`config.mk`:
```
export PLATFORM = sky130hd
export DESIGN_NAME = mem_arbiter_flat
export DESIGN_NICKNAME = d
export VERILOG_FILES = /design/src/rtl/mem_arb_pkg.sv /design/src/rtl/mem_arbiter_if.sv /design/src/rtl/lat_counter.sv /design/src/rtl/mem_arbiter.sv /design/src/flat_wrapper.sv
export SDC_FILE = /design/constraint.sdc
export NUM_CORES = 1
export LEC_CHECK = 0
export ABC_AREA = 1
export ABC_CLOCK_PERIOD_IN_PS = 2350
export CAP_MARGIN = 25
export CORE_ASPECT_RATIO = 1.5
export CORE_MARGIN = 2
export CORE_UTILIZATION = 46
export DETAILED_ROUTE_END_ITERATION = 8
export PLACE_DENSITY_LB_ADDON = 0.25
export SETUP_SLACK_MARGIN = 0.15
export SLEW_MARGIN = 0
export SYNTH_ARGS = -nofsm -noshare
export SYNTH_HDL_FRONTEND = slang
export SYNTH_SLANG_ARGS = --single-unit
```
`constraint.sdc`:
```
create_clock -name clk -period 2.35 [get_ports clk]
set_input_delay 0.47 -clock clk [delete_from_list [all_inputs] [get_ports clk]]
set_output_delay 0.47 -clock clk [all_outputs]
set_load 0.02 [all_outputs]
```
`src/rtl/mem_arb_pkg.sv`:
```
// Shared definitions for the unified-memory arbiter.
// Holds the FSM state encoding, the port-select constants, the default memory
// latency and the latency counter width.
package mem_arb_pkg;

  typedef enum logic [1:0] {
    IDLE   = 2'd0,
    ACCESS = 2'd1,
    RESP   = 2'd2
  } state_t;

  localparam logic SEL_I = 1'b0;
  localparam logic SEL_D = 1'b1;

  localparam int MEM_LAT_DEF = 4;

  // Latency range 1..15 means MEM_LAT-1 always fits in 4 bits.
  localparam int CNT_W = 4;

endpackage

```
`src/rtl/mem_arbiter_if.sv`:
```
// Bus bundle between the CPU ports, the arbiter and the unified memory.
// Ports:
//   I-port : i_req, i_addr -> i_ack, i_rdata
//   D-port : d_req, d_wr, d_addr, d_wdata -> d_ack, d_rdata
//   memory : mem_en, mem_wr, mem_addr, mem_wdata <- mem_rdata
//   status : busy
// Modports: slave = arbiter view, master = CPU/memory side view.
interface mem_arbiter_if #(
  parameter int ADDR_W = 16,
  parameter int DATA_W = 16
);
  logic              i_req;
  logic [ADDR_W-1:0] i_addr;
  logic              i_ack;
  logic [DATA_W-1:0] i_rdata;

  logic              d_req;
  logic              d_wr;
  logic [ADDR_W-1:0] d_addr;
  logic [DATA_W-1:0] d_wdata;
  logic              d_ack;
  logic [DATA_W-1:0] d_rdata;

  logic              mem_en;
  logic              mem_wr;
  logic [ADDR_W-1:0] mem_addr;
  logic [DATA_W-1:0] mem_wdata;
  logic [DATA_W-1:0] mem_rdata;

  logic              busy;

  modport slave (
    input  i_req, i_addr, d_req, d_wr, d_addr, d_wdata, mem_rdata,
    output i_ack, i_rdata, d_ack, d_rdata,
    output mem_en, mem_wr, mem_addr, mem_wdata, busy
  );

  modport master (
    output i_req, i_addr, d_req, d_wr, d_addr, d_wdata, mem_rdata,
    input  i_ack, i_rdata, d_ack, d_rdata,
    input  mem_en, mem_wr, mem_addr, mem_wdata, busy
  );
endinterface

```
`src/rtl/lat_counter.sv`:
```
// Memory latency down-counter.
// Ports:
//   clk, rst_n : clock, async active-low reset
//   load       : load load_val (takes priority over dec)
//   dec        : decrement by one, saturating at zero
//   load_val   : value to load
//   zero       : count is zero
module lat_counter
  import mem_arb_pkg::*;
(
  input  logic             clk,
  input  logic             rst_n,
  input  logic             load,
  input  logic             dec,
  input  logic [CNT_W-1:0] load_val,
  output logic             zero
);

  logic [CNT_W-1:0] cnt_q, cnt_d;

  always_comb begin
    cnt_d = cnt_q;
    if (load) begin
      cnt_d = load_val;
    end else if (dec && (cnt_q != '0)) begin
      cnt_d = cnt_q - 1'b1;
    end
  end

  always_ff @(posedge clk or negedge rst_n) begin
    if (!rst_n) cnt_q <= '0;
    else        cnt_q <= cnt_d;
  end

  assign zero = (cnt_q == '0);

endmodule

```
`src/rtl/mem_arbiter.sv`:
```
// Arbiter sharing one single-port unified memory between the instruction
// fetch port (read-only) and the load/store port. Accesses are serialised
// IDLE -> ACCESS (MEM_LAT cycles) -> RESP (one-cycle ack) -> IDLE.
// Ports:
//   clk, rst_n : system clock, async active-low reset
//   bus        : mem_arbiter_if.slave (CPU I/D ports, memory port, busy)
// Build option:
//   MEM_ARB_RR_EN defined   -> round-robin on simultaneous requests
//   MEM_ARB_RR_EN undefined -> fixed priority, D-port over I-port
//
// state  | meaning
// IDLE   | waiting for a request; winner chosen and latched on the sample edge
// ACCESS | memory enabled, latency counting down, mem_* held stable
// RESP   | one-cycle ack to the winner, read data already registered
module mem_arbiter
  import mem_arb_pkg::*;
#(
  parameter int ADDR_W  = 16,
  parameter int DATA_W  = 16,
  parameter int MEM_LAT = MEM_LAT_DEF
) (
  input logic          clk,
  input logic          rst_n,
  mem_arbiter_if.slave bus
);

  localparam logic [CNT_W-1:0] LAT_LOAD = CNT_W'(MEM_LAT - 1);

  state_t            state_q, state_d;
  logic              sel_q, sel_d;
  logic              mem_en_q, mem_en_d;
  logic              mem_wr_q, mem_wr_d;
  logic [ADDR_W-1:0] mem_addr_q, mem_addr_d;
  logic [DATA_W-1:0] mem_wdata_q, mem_wdata_d;
  logic [DATA_W-1:0] i_rdata_q, i_rdata_d;
  logic [DATA_W-1:0] d_rdata_q, d_rdata_d;
  logic              i_ack_q, i_ack_d;
  logic              d_ack_q, d_ack_d;
  logic              cnt_load, cnt_dec, cnt_zero;
  logic              pick;

  lat_counter u_lat_counter (
    .clk      (clk),
    .rst_n    (rst_n),
    .load     (cnt_load),
    .dec      (cnt_dec),
    .load_val (LAT_LOAD),
    .zero     (cnt_zero)
  );

  // sel_q records the port of the current/last access; in round-robin mode
  // it doubles as the last-granted register.
`ifdef MEM_ARB_RR_EN
  assign pick = (bus.d_req && bus.i_req) ? (sel_q == SEL_I) : bus.d_req;
`else
  assign pick = bus.d_req;
`endif

  always_comb begin
    state_d     = state_q;
    sel_d       = sel_q;
    mem_en_d    = mem_en_q;
    mem_wr_d    = mem_wr_q;
    mem_addr_d  = mem_addr_q;
    mem_wdata_d = mem_wdata_q;
    i_rdata_d   = i_rdata_q;
    d_rdata_d   = d_rdata_q;
    i_ack_d     = 1'b0;
    d_ack_d     = 1'b0;
    cnt_load    = 1'b0;
    cnt_dec     = 1'b0;

    case (state_q)
      IDLE: begin
        if (bus.d_req || bus.i_req) begin
          sel_d    = pick ? SEL_D : SEL_I;
          mem_en_d = 1'b1;
          cnt_load = 1'b1;
          state_d  = ACCESS;
          if (pick) begin
            mem_wr_d    = bus.d_wr;
            mem_addr_d  = bus.d_addr;
            mem_wdata_d = bus.d_wdata;
          end else begin
            mem_wr_d    = 1'b0;
            mem_addr_d  = bus.i_addr;
            mem_wdata_d = '0;
          end
        end
      end

      ACCESS: begin
        if (cnt_zero) begin
          mem_en_d = 1'b0;
          mem_wr_d = 1'b0;
          state_d  = RESP;
          if (sel_q == SEL_D) begin
            d_ack_d = 1'b1;
            if (!mem_wr_q) d_rdata_d = bus.mem_rdata;
          end else begin
            i_ack_d   = 1'b1;
            i_rdata_d = bus.mem_rdata;
          end
        end else begin
          cnt_dec = 1'b1;
        end
      end

      RESP:    state_d = IDLE;
      default: state_d = IDLE;
    endcase
  end

  always_ff @(posedge clk or negedge rst_n) begin
    if (!rst_n) begin
      state_q     <= IDLE;
      sel_q       <= SEL_I;
      mem_en_q    <= 1'b0;
      mem_wr_q    <= 1'b0;
      mem_addr_q  <= '0;
      mem_wdata_q <= '0;
      i_rdata_q   <= '0;
      d_rdata_q   <= '0;
      i_ack_q     <= 1'b0;
      d_ack_q     <= 1'b0;
    end else begin
      state_q     <= state_d;
      sel_q       <= sel_d;
      mem_en_q    <= mem_en_d;
      mem_wr_q    <= mem_wr_d;
      mem_addr_q  <= mem_addr_d;
      mem_wdata_q <= mem_wdata_d;
      i_rdata_q   <= i_rdata_d;
      d_rdata_q   <= d_rdata_d;
      i_ack_q     <= i_ack_d;
      d_ack_q     <= d_ack_d;
    end
  end

  assign bus.i_ack     = i_ack_q;
  assign bus.i_rdata   = i_rdata_q;
  assign bus.d_ack     = d_ack_q;
  assign bus.d_rdata   = d_rdata_q;
  assign bus.mem_en    = mem_en_q;
  assign bus.mem_wr    = mem_wr_q;
  assign bus.mem_addr  = mem_addr_q;
  assign bus.mem_wdata = mem_wdata_q;
  assign bus.busy      = (state_q != IDLE);

endmodule

```
`src/flat_wrapper.sv`:
```
// flat-port wrapper written by rule: the top's interface ports become plain ports
module mem_arbiter_flat import mem_arb_pkg::*;
#(
  parameter int ADDR_W  = 16,
  parameter int DATA_W  = 16,
  parameter int MEM_LAT = MEM_LAT_DEF
)
  (clk, rst_n, bus_i_req, bus_i_addr, bus_d_req, bus_d_wr, bus_d_addr, bus_d_wdata, bus_mem_rdata, bus_i_ack, bus_i_rdata, bus_d_ack, bus_d_rdata, bus_mem_en, bus_mem_wr, bus_mem_addr, bus_mem_wdata, bus_busy);
  mem_arbiter_if #(.ADDR_W(ADDR_W), .DATA_W(DATA_W)) bus_i ();
  input logic clk;
  input logic rst_n;
  input wire logic [$bits(bus_i.i_req)-1:0] bus_i_req;
  input wire logic [$bits(bus_i.i_addr)-1:0] bus_i_addr;
  input wire logic [$bits(bus_i.d_req)-1:0] bus_d_req;
  input wire logic [$bits(bus_i.d_wr)-1:0] bus_d_wr;
  input wire logic [$bits(bus_i.d_addr)-1:0] bus_d_addr;
  input wire logic [$bits(bus_i.d_wdata)-1:0] bus_d_wdata;
  input wire logic [$bits(bus_i.mem_rdata)-1:0] bus_mem_rdata;
  output wire logic [$bits(bus_i.i_ack)-1:0] bus_i_ack;
  output wire logic [$bits(bus_i.i_rdata)-1:0] bus_i_rdata;
  output wire logic [$bits(bus_i.d_ack)-1:0] bus_d_ack;
  output wire logic [$bits(bus_i.d_rdata)-1:0] bus_d_rdata;
  output wire logic [$bits(bus_i.mem_en)-1:0] bus_mem_en;
  output wire logic [$bits(bus_i.mem_wr)-1:0] bus_mem_wr;
  output wire logic [$bits(bus_i.mem_addr)-1:0] bus_mem_addr;
  output wire logic [$bits(bus_i.mem_wdata)-1:0] bus_mem_wdata;
  output wire logic [$bits(bus_i.busy)-1:0] bus_busy;
  assign bus_i.i_req = bus_i_req;
  assign bus_i.i_addr = bus_i_addr;
  assign bus_i.d_req = bus_d_req;
  assign bus_i.d_wr = bus_d_wr;
  assign bus_i.d_addr = bus_d_addr;
  assign bus_i.d_wdata = bus_d_wdata;
  assign bus_i.mem_rdata = bus_mem_rdata;
  assign bus_i_ack = bus_i.i_ack;
  assign bus_i_rdata = bus_i.i_rdata;
  assign bus_d_ack = bus_i.d_ack;
  assign bus_d_rdata = bus_i.d_rdata;
  assign bus_mem_en = bus_i.mem_en;
  assign bus_mem_wr = bus_i.mem_wr;
  assign bus_mem_addr = bus_i.mem_addr;
  assign bus_mem_wdata = bus_i.mem_wdata;
  assign bus_busy = bus_i.busy;
  mem_arbiter #(.ADDR_W(ADDR_W), .DATA_W(DATA_W), .MEM_LAT(MEM_LAT)) u_core (.clk(clk), .rst_n(rst_n), .bus(bus_i));
endmodule
```
Word level (Yosys, flattened, before mapping)
Cells that the tools add are included.
{"block": "word_totals", "wordCells": 54, "input_bits": 69, "out_inout_bits": 69, "reg_bits": 75}
{"block": "op_classes", "n_reduce_logical": 13, "eq_ne": 3, "n_addsub": 1, "mux": 24, "n_bitwise": 2}
{"operator": "$mux W16", "n": 2}
{"operator": "$mux W1", "n": 15}
{"operator": "$mux W4", "n": 2}
{"operator": "$reduce_and A3 Y1", "n": 2}
{"operator": "$reduce_bool A2 Y1", "n": 3}
{"operator": "$logic_not A4 Y1", "n": 1}
{"operator": "$mux W2", "n": 2}
{"operator": "$ne A2 B1 Y1 const B", "n": 2}
{"operator": "$pmux W1 S2", "n": 2}
{"operator": "$pmux W2 S2", "n": 1}
{"operator": "$reduce_and A2 Y1", "n": 2}
{"operator": "$reduce_and A4 Y1", "n": 1}
{"operator": "$reduce_bool A4 Y1", "n": 1}
{"operator": "$sub A4 B1 Y4 const B", "n": 1}
{"operator": "$eq A2 B1 Y1 const B", "n": 1}
{"operator": "$logic_not A2 Y1", "n": 1}
{"operator": "$not A1 Y1", "n": 2}
{"operator": "$logic_and A1 B1 Y1", "n": 1}
{"operator": "$logic_or A1 B1 Y1", "n": 1}

Depth between registers and ports, before layout
{"block": "depth", "depth_word": 6, "depth_mapped": 7, "depth_no_buf": 7}

Cells and area by module
From an unflattened synthesis, not the netlist that was laid out.
{"block": "unflattened", "hier_cells": 405, "hier_area_um2": 3274.4}
{"module": "mem_arbiter", "cells_each": 359, "seq_area_each_um2": 1776.7, "instances": 1, "area_per_inst_um2": 2979.1}
{"module": "lat_counter", "cells_each": 46, "seq_area_each_um2": 100.1, "instances": 1, "area_per_inst_um2": 295.3}

Worst setup path before layout
No wires, ideal clock.
{"block": "synth_timing", "path_type": "reg2reg", "startpoint": "register u_core.u_lat_counter.cnt_q[0]", "endpoint": "register u_core.d_rdata_q[10], in the netlist u_core.bus.d_rdata[10]", "arrival_ps": 1306, "required_ps": 2230, "path_slack_ps": 923, "n_path_buf": 1, "setup_time_ps": 120, "stages_incl_launch_ff": 7, "cell_sequence": "dfrtp_1 -> inv_1 -> ha_1 -> nand3_2 -> buf_2 -> o21ai_1 -> nand2_1"}
{"block": "synth_between", "elab_chain_cells": 2}
{"element": "from (decl)", "line": "lat_counter.sv:19", "rtl": "logic [CNT_W-1:0] cnt_q, cnt_d;"}
{"element": "from (signal assigned)", "line": "lat_counter.sv:32", "rtl": "else cnt_q <= cnt_d;"}
{"element": "$logic_not A4 Y1", "line": "lat_counter.sv:35", "rtl": "assign zero = (cnt_q == '0);"}
{"element": "$reduce_and A4 Y1 (no line)"}
{"element": "to (signal assigned)", "line": "mem_arbiter.sv:134", "rtl": "d_rdata_q <= d_rdata_d;"}
{"element": "to (decl)", "line": "mem_arbiter.sv:36", "rtl": "logic [DATA_W-1:0] d_rdata_q, d_rdata_d;"}
Every way passes these cells.
A chain may end at the register's enable or synchronous reset.

Worst setup path in the final report
{"block": "layout_timing", "startpoint": "register u_core.state_q[1]", "endpoint": "output port bus_busy"}
{"block": "layout_between", "elab_chain_cells": 1}
{"element": "from (decl)", "line": "mem_arbiter.sv:29", "rtl": "state_t state_q, state_d;"}
{"element": "from (signal assigned)", "line": "mem_arbiter.sv:127", "rtl": "state_q <= state_d;"}
{"element": "$reduce_bool A2 Y1", "line": "mem_arbiter.sv:148", "rtl": "assign bus.busy = (state_q != IDLE);"}
{"element": "to (decl)", "line": "flat_wrapper.sv:27", "rtl": "output wire logic [$bits(bus_i.busy)-1:0] bus_busy;"}
Every way passes these cells.

==> impl_metrics.env <==
export IMPL_ctsHoldBuffers=0
export IMPL_clock_sinks=75
export IMPL_antenna_found_initial=0
export IMPL_cts_root_buffer="clkbuf_8"
export IMPL_yosysTopAreaCellShare_pct=58.1
export IMPL_end_kind="primary output"
export IMPL_cp_required_ns=1.88
export IMPL_synth_distinct_cells=22
export IMPL_grt_max_degree=50
export IMPL_drt_first_pass_iters=5
export IMPL_post_cts_resized=0
export IMPL_fin_worst_skew_ns=0.00779
export IMPL_fin_worst_hold_slack_ns=0.0559
export IMPL_initial_core_util_pct=47.1
export IMPL_grt_overflow_total=0
export IMPL_synth_top_cells_by_count="nand2_1 (163), dfrtp_1 (75), o21ai_1 (27)"
export IMPL_top_layer="met4"
export IMPL_power_density_mw_per_mm2=1360
export IMPL_cp_data_arrival_time_ns=1.57
export IMPL_finalCriticalPeriod_ns=2.04
export IMPL_crit_fanout=3
export IMPL_dpl_instance_area_sq_mm=0.00466
export IMPL_wl_per_cell_um=12.9
export IMPL_finalHoldViolCount=0
export IMPL_grtUsageTotal_pct=21.4
export IMPL_layout_nets=580
export IMPL_stdcell_area_sq_mm=0.00484
export IMPL_routabilityCongestion=0.775
export IMPL_syn_avg_cell_area_sq_um=8.63
export IMPL_period_share_pct=86.7
export IMPL_place_hpwl_um=5670
export IMPL_die_area_sq_mm=0.00772
export IMPL_async_flop_share_pct=100
export IMPL_grt_pass1_wl_um=12800
export IMPL_critPathKind="reg2out"
export IMPL_wl_met1_um=3070
export IMPL_htree_levels=3
export IMPL_num_rows=37
export IMPL_tightest_slew_ns=0.442
export IMPL_cts_made_buffers=9
export IMPL_instances_no_fill=592
export IMPL_synth_top_cell_by_area="dfrtp_1"
export IMPL_cts_buffer_depth=2
export IMPL_rsz0062_at_grt="false"
export IMPL_yosysSeqAreaShare_pct=58.1
export IMPL_report_final_slew_viol_count=0
export IMPL_place_ws_ns=0.442
export IMPL_p_leak_nw=2.34
export IMPL_p_total_mw=6.56
export IMPL_routed_wl_um=7660
export IMPL_syn2layout_area_growth_pct=49.8
export IMPL_start_kind="register"
export IMPL_routed_wl_met3_um=511
export IMPL_synthFlopType="dfrtp_1"
export IMPL_syn_nets=445
export IMPL_netlist_area_sq_mm=0.00323
export IMPL_drive_gt1_share_pct=6.03
export IMPL_post_cts_setup_buffers=0
export IMPL_synth_edf_count=0
export IMPL_layout_setup_ws_ns=0.313
export IMPL_clock_latency_ns=0.34
export IMPL_outcome="completed"
export IMPL_final_util_pct=70.6
export IMPL_met2WireLength_um=3880
export IMPL_io_pins=138
export IMPL_vias=2895
export IMPL_drt_iter0_drc=97
export IMPL_coreArea_sq_mm=0.00685
export IMPL_fmax_mhz=491
export IMPL_clk_pin_slew_ns=0.08
export IMPL_cts_tree="built"
export IMPL_antenna_cells=0
export IMPL_worstHoldPathType="in2async"
export IMPL_drc_errors=0
export IMPL_ys_warn_count=0
export IMPL_grt_pass1_vias=2824
export IMPL_setup_violations=0
export IMPL_irDropWorstVdd_mv=0.557
export IMPL_synth_cells=374
export IMPL_dp_cells=576
export IMPL_detail_route_vias_per_cell=4.89
export IMPL_slew_limit_headroom_pct=70.5
export IMPL_fill_cells=566
export IMPL_tns_ns=0
export IMPL_ys_top_cells_by_area="dfrtp_1 (58%), nand2_1 (19%), o21ai_1 (4.2%)"
export IMPL_ys_ff_latch=75
export IMPL_drv_cap=0
export IMPL_ant_nets=0
export IMPL_chipWidth_um=72.4
export IMPL_portBuffers=137
export IMPL_die_y_um=107
export IMPL_synth_most_common_cell="nand2_1"
registers in the layout, indices dropped and copies added (netlist names), 2 cells and up:
register / flops
u_core.state_q: 2
u_core.u_lat_counter.cnt_q: 4
u_core.bus.d_rdata: 16
u_core.bus.i_rdata: 16
u_core.bus.mem_wdata: 16
u_core.bus.mem_addr: 16
layout make-up:
| class | instances | area, sq um | share of cell area [%] |
|---|---|---|---|
| clock inverter | 5 | 27.5 | 0.569 |
| clock buffer | 11 | 151 | 3.13 |
| sequential | 75 | 1880 | 38.8 |
| tap | 78 | 97.6 | 2.02 |
| timing repair buffer | 141 | 1420 | 29.4 |
| inverter | 27 | 103 | 2.12 |
| multi-input combinational | 255 | 1160 | 23.9 |
layer usage:
layer	up-vias	GRT usage (%)
met5	-	0
met4	0	10.1
met3	14	6.20
met2	104	36.0
met1	1337	24.7
li1	1440	-
worst max-delay path, stage by stage (launching register included):
cell and delay [ns]:
dfrtp_1 0.46, nor2_4 0.06, inv_1 0.10, clkdlybuf4s50_1 0.62
power by group:
group          internal (mW)  switching, mW  total [mW]
logic                   1.50           1.91        3.42
clock network          0.433          0.455       0.889
registers               1.91          0.344        2.25
cell usage in the layout (no fill, tap or decap), drive strengths merged:
| master | n |
|---|---|
| a21oi | 1 |
| clkbuf | 11 |
| clkinv | 5 |
| nand3 | 24 |
| nand4 | 1 |
| clkinvlp | 1 |
| o21ai | 52 |
| inv | 26 |
| buf | 5 |
| dfrtp | 75 |
| nor2 | 10 |
| clkdlybuf4s50 | 136 |
| nand2 | 164 |
| xor2 | 1 |
| ha | 2 |
worst paths after layout:
path | slack, ns | startpoint | to | depth (start not counted)
max | 0.31 | u_core.state_q[1] | bus_busy | 3
min | 0.06 | rst_n | u_core.bus.d_rdata[3] | 1
max reg2reg | 0.53 | u_core.u_lat_counter.cnt_q[0] | u_core.bus.d_rdata[10] | 6
min reg2reg | 0.48 | u_core.bus.mem_wdata[11] | u_core.bus.mem_wdata[11] | 2
max in group asynchronous | 1.72 | rst_n | u_core.bus.mem_wdata[11] | 2
min in group clk | 0.48 | u_core.bus.mem_wdata[11] | u_core.bus.mem_wdata[11] | 2
kinds of logic after synthesis:
logic type	synth area share [%]
flip-flops	58.1
buffers and inverters	6.05
XOR/XNOR	0.271
AO/OA/AOI/OAI	8.57
AND/OR/NAND/NOR	26.2
adder cells (fa/ha/maj)	0.775
No activity file was read; power rests on OpenSTA's default activity.
